==> src/rtl/link_parameter_loader.sv <==
// Writer end of the per-link parameter systolic chain.
// Buffers one set of (weight, boundary) words and shifts it into the chain head.
package link_params_pkg;
    localparam int STAGE_IDLE = 0;
    localparam int STAGE_MEASUREMENT = 1;
    localparam int STAGE_PARAMETERS_LOADING = 2;
    localparam int STAGE_DECODING = 3;
endpackage

module link_parameter_loader
    import link_params_pkg::*;
#(
    parameter int NUM_LINKS = 8,
    parameter int MAX_WEIGHT = 2,
    parameter int LINK_BIT_WIDTH = $clog2(MAX_WEIGHT + 1),
    parameter int STAGE_WIDTH = 3
) (
    input  logic                      clk,
    input  logic                      reset,
    input  logic [STAGE_WIDTH-1:0]    global_stage,
    input  logic                      s_valid,
    output logic                      s_ready,
    input  logic [LINK_BIT_WIDTH-1:0] s_weight,
    input  logic [1:0]                s_boundary,
    input  logic                      s_last,
    output logic [LINK_BIT_WIDTH-1:0] weight_out,
    output logic [1:0]                boundary_condition_out,
    output logic                      params_ready,
    output logic                      load_last,
    output logic                      load_done,
    output logic                      load_error
);

    localparam int PW = $clog2(NUM_LINKS);
    localparam logic [PW-1:0] LAST = PW'(NUM_LINKS - 1);

    typedef enum logic [1:0] {IDLE, FULL, STREAM} state_t;

    state_t                    state_q, state_d;
    logic [PW-1:0]             wr_q, wr_d;
    logic [PW-1:0]             rd_q, rd_d;
    logic                      err_d, done_d, we;
    logic                      active_q;
    logic                      loading;
    logic [LINK_BIT_WIDTH+1:0] mem [NUM_LINKS];

    assign loading = (global_stage == STAGE_WIDTH'(STAGE_PARAMETERS_LOADING));

    always_comb begin
        state_d = state_q;
        wr_d = wr_q;
        rd_d = rd_q;
        err_d = load_error;
        done_d = 1'b0;
        we = 1'b0;
        s_ready = 1'b0;
        params_ready = 1'b0;
        load_last = 1'b0;
        weight_out = '0;
        boundary_condition_out = 2'd2;
        unique case (state_q)
            IDLE: begin
                s_ready = active_q;
                if (s_valid && active_q) begin
                    we = 1'b1;
                    wr_d = wr_q + 1'b1;
                    if (wr_q == '0) err_d = 1'b0;
                    if (s_last && wr_q == LAST) begin
                        state_d = FULL;
                        wr_d = '0;
                    end else if (s_last || wr_q == LAST) begin
                        err_d = 1'b1;
                        wr_d = '0;
                    end
                end
                // Loading with nothing buffered is a controller error.
                if (loading) err_d = 1'b1;
            end
            FULL: begin
                params_ready = 1'b1;
                {weight_out, boundary_condition_out} = mem[0];
                if (loading) begin
                    state_d = STREAM;
                    rd_d = rd_q + 1'b1;
                end
            end
            STREAM: begin
                params_ready = 1'b1;
                {weight_out, boundary_condition_out} = mem[rd_q];
                if (loading) begin
                    if (rd_q == LAST) begin
                        load_last = 1'b1;
                        done_d = 1'b1;
                        state_d = IDLE;
                        rd_d = '0;
                    end else begin
                        rd_d = rd_q + 1'b1;
                    end
                end else begin
                    err_d = 1'b1;
                    state_d = IDLE;
                    rd_d = '0;
                    wr_d = '0;
                end
            end
            default: state_d = IDLE;
        endcase
    end

    always_ff @(posedge clk or negedge reset) begin
        if (!reset) begin
            state_q <= IDLE;
            wr_q <= '0;
            rd_q <= '0;
            load_error <= 1'b0;
            load_done <= 1'b0;
            active_q <= 1'b0;
        end else begin
            state_q <= state_d;
            wr_q <= wr_d;
            rd_q <= rd_d;
            load_error <= err_d;
            load_done <= done_d;
            active_q <= 1'b1;
        end
    end

    always_ff @(posedge clk) begin
        if (we) mem[wr_q] <= {s_weight, s_boundary};
    end

endmodule

==> config.mk <==
export PLATFORM = sky130hd
export DESIGN_NAME = link_parameter_loader
export DESIGN_NICKNAME = d
export VERILOG_FILES = /design/src/rtl/link_parameter_loader.sv
export SDC_FILE = /design/constraint.sdc
export NUM_CORES = 1
export LEC_CHECK = 0
export ABC_AREA = 1
export ABC_CLOCK_PERIOD_IN_PS = 2700
export BUFFER_PORTS_ARGS = -buffer_cell sky130_fd_sc_hd__buf_2
export CELL_PAD_IN_SITES_DETAIL_PLACEMENT = 2
export CELL_PAD_IN_SITES_GLOBAL_PLACEMENT = 2
export CORE_UTILIZATION = 39
export CTS_CLUSTER_DIAMETER = 80
export DETAILED_ROUTE_END_ITERATION = 12
export PLACE_DENSITY = 0.87
export SLEW_MARGIN = 10
export SYNTH_ARGS = -nofsm -noshare
export SYNTH_HDL_FRONTEND = slang
export SYNTH_SLANG_ARGS = --single-unit
==> constraint.sdc <==
create_clock -name clk -period 2.7 [get_ports clk]
set_clock_uncertainty 0.05 [all_clocks]
set_input_delay 0.405 -clock clk [delete_from_list [all_inputs] [get_ports clk]]
set_output_delay 0.405 -clock clk [all_outputs]
set_load 0.05 [all_outputs]
==> flow_summary_export.csv <==
group,metric,value,unit
synth,yosys_register_bits,43,
place,dp_hpwl,4.58,mm
synth,syn_inst,222,
synth,yosys_warnings,0,
floorplanning,initial_core_util,41.0,%
routing,wl_per_cell,20.7,um
sta,relSlewSlack,64.2,%
global_route,overflow,0,
setup_path,critPathCaptureType,"output pin",
sta,hold_viol,0,
final_layout,design_area,0.00239,mm^2
cts,clockBufferDepth,2,
setup_path,start_kind,"flop",
synth,synthAdderAreaFrac,5.35,%
sta,slew_violations,0,
routing,drt_first_pass_iters,4,
sta,timing.hold.ws,0.358,ns
sta,rsz0062_at_grt,"no",
setup_path,path_max_fanout,9,
cts,post_cts_buffers,0,
final_layout,areaGrowthSynthToFinish,13.4,%
routing,ant_nets,0,
synth,synthSimpleGateAreaFrac,22.5,%
final_layout,nets,264,
global_route,grt_pass1_wl,9.98,mm
place,place_area,0.00224,mm^2
synth,synth_cell_types,18,
routing,wl,6.54,mm
sta,setup-tns-final,0,ns
run,maxCapViolations,0,
setup_path,crit_type,"reg2out",
routing,post-route-drc-count,0,
power_and_ir_drop,internal-power,1.45,mW
cts,cts_buffers,5,
global_route,antenna_found_initial,0,
routing,avgViaCountPerCell,5.12,
setup_path,worst_r2r_path_depth,6,
power_and_ir_drop,p_sw_share,44.8,%
synth,synth_ff_type,"edfxtp_1",
place,finalWeightedCongestion,0.795,
floorplanning,die-width,75.5,um
power_and_ir_drop,vdd_drop_max,0.428,mV
floorplanning,die-area,0.00570,mm^2
synth,synth.area.mux_share,0,%
cts,clk_pin_slew,0.09,ns
global_route,grt_max_degree,19,
sta,tightest_slew,0.537,ns
sta,fin_crit_sh,93.0,%
power_and_ir_drop,p_sw,1.18,mW
cts,insertion_delay,0.29,ns
synth,synthesis.area,0.00211,mm^2
cts,cts_num_sinks,43,
global_route,grt_pass1_vias,1759,
global_route,track_usage,25.5,%
status,status,"complete, no violations",
synth,syn_nets,242,
floorplanning,die_y,75.5,um
setup_path,critPathRequiredTime,2.25,ns
floorplanning,fp.coreArea,0.00514,mm^2
place,port_buffers,19,
synth,yosysSeqAreaShare,58.7,%
power_and_ir_drop,p_leak,1.07,nW
final_layout,antenna_cells,0,
sta,setup_viol,0,
routing,drt_iter0_markers,76,
synth,syn_avg_cell_area,9.49,um^2
hold_path,min_path_type,"in2reg",
sta,fmax,0.398,GHz
power_and_ir_drop,clock_power_share,22.8,%
final_layout,drive_gt1_share,14.3,%
power_and_ir_drop,pwr-share-seq,35.7,%
synth,synth_top_family_by_area,"simple AND/OR/NAND/NOR gates",
floorplanning,core.rowCount,26,
synth,synth-xor-area-share,0,%
synth,synth-edff-count,32,
power_and_ir_drop,p_comb_share,41.5,%
cts,cts_max_level,2,
setup_path,critPathArrivalTime,2.06,ns
routing,vias,1613,
synth,async_flop_share,25.6,%
power_and_ir_drop,power_density,1100,mW/mm^2
sta,fin_crit,2.51,ns
floorplanning,ios,20,
cts,cts_tree,"built",
cts,cts-root-buf,"clkbuf_8",
synth,synth_compound_area_share,4.69,%
hold_path,worstHoldPathCells,1,
==> Yosys cell counts, types with 3 or more instances <==
cell type | instances | area, um^2
dfrtp_1 | 11 | 275
ha_1 | 9 | 113
inv_1 | 33 | 124
nand2_1 | 55 | 206
nor2_1 | 26 | 97.6
a21oi_1 | 5 | 25.0
buf_6 | 3 | 33.8
o21ai_0 | 13 | 65.1
or2_2 | 3 | 18.8
nand3_1 | 25 | 125
edfxtp_1 | 32 | 961
==> cell usage in the layout (no fill, tap or decap) <==
cell type	netlist	layout
inv_6	1	1
o21ai_0	13	13
dlygate4sd3_1	0	1
nand3b_4	1	1
nor3_1	1	1
clkinvlp_4	0	1
nand2_1	55	55
nor2_1	26	26
edfxtp_1	32	32
or2_2	3	3
a21oi_1	5	5
bufinv_16	0	2
nand3_1	25	25
ha_1	9	9
clkbuf_8	0	5
conb_1	1	1
o21ai_2	1	1
buf_2	0	19
dfrtp_2	0	2
dfrtp_1	11	9
inv_1	33	33
==> state kept, by name, indices dropped and copies added (netlist names) <==
register	flops
mem	32
rd_q	3
wr_q	3
state_q	2
active_q	1
load_done	1
load_error	1
==> through the flow <==
step                      instances  util (%)  setup slack, ns  total power, mW
after floorplan                 222         -            0.294             1.69
after global placement          306      43.6            0.535             1.88
after detailed placement        306      43.6            0.434             1.98
after CTS                       315      46.4           0.0663             2.62
after global routing            315      46.5            0.122             2.76
final                           315      46.5            0.188             2.63
==> worst max-delay path, cell delays in order (launching register included) <==
cell	delay [ns]
dfrtp_1	0.42
inv_1	0.11
ha_1	0.44
inv_1	0.19
nor3_1	0.28
buf_2	0.32
==> power groups by stage <==
stage	Combinational [mW]	Sequential (mW)	Clock (mW)
finish	1.09	0.937	0.599
global route	1.18	0.944	0.636
CTS	1.09	0.930	0.603
detailed placement	1.04	0.941	0
global placement	0.955	0.929	0
floorplan	0.809	0.882	0
==> layout make-up <==
cell class | instances | area, um^2
fillers | 587 | 2750
flip-flops and latches | 43 | 1240
multi-input cells | 140 | 688
inverters | 34 | 133
repair buffers | 20 | 105
well taps | 70 | 87.6
clock buffers | 5 | 68.8
clock inverters | 3 | 67.6
==> final timing paths <==
path	start	to	slack, ns
setup reg to reg	state_q[0]	mem[0][3]	0.59
setup / recovery	state_q[0]	load_last	0.19
hold reg to reg	state_q[1]	state_q[1]	0.50
hold / removal	s_boundary[1]	mem[2][1]	0.36
max in group asynchronous	reset	rd_q[0]	1.89
min in group asynchronous	reset	state_q[0]	0.47
==> logic make-up after synthesis <==
kind of cell    Yosys count
simple gates            111
flops                    43
buf+inv                  39
compound gates           19
fa+ha+maj                 9
other cells               1
==> repair_timing <==
item / in CTS / in global routing
endpoints found under the hold margin: 11 / 0
resized for setup: 0 / 2
setup endpoints to repair: 0 / 3
hold buffers: 1 / 0
==> metal layers <==
| layer | up-vias | GRT usage [%] | part of all wire (%) |
|---|---|---|---|
| li1 | 760 | - | - |
| met1 | 817 | 30.7 | 43 |
| met2 | 26 | 46.9 | 53 |
| met3 | 10 | 3.97 | 2.2 |
| met4 | 0 | 7.41 | 1.8 |
| met5 | - | 0 | 0 |
No activity file was read; power rests on OpenSTA's default activity.
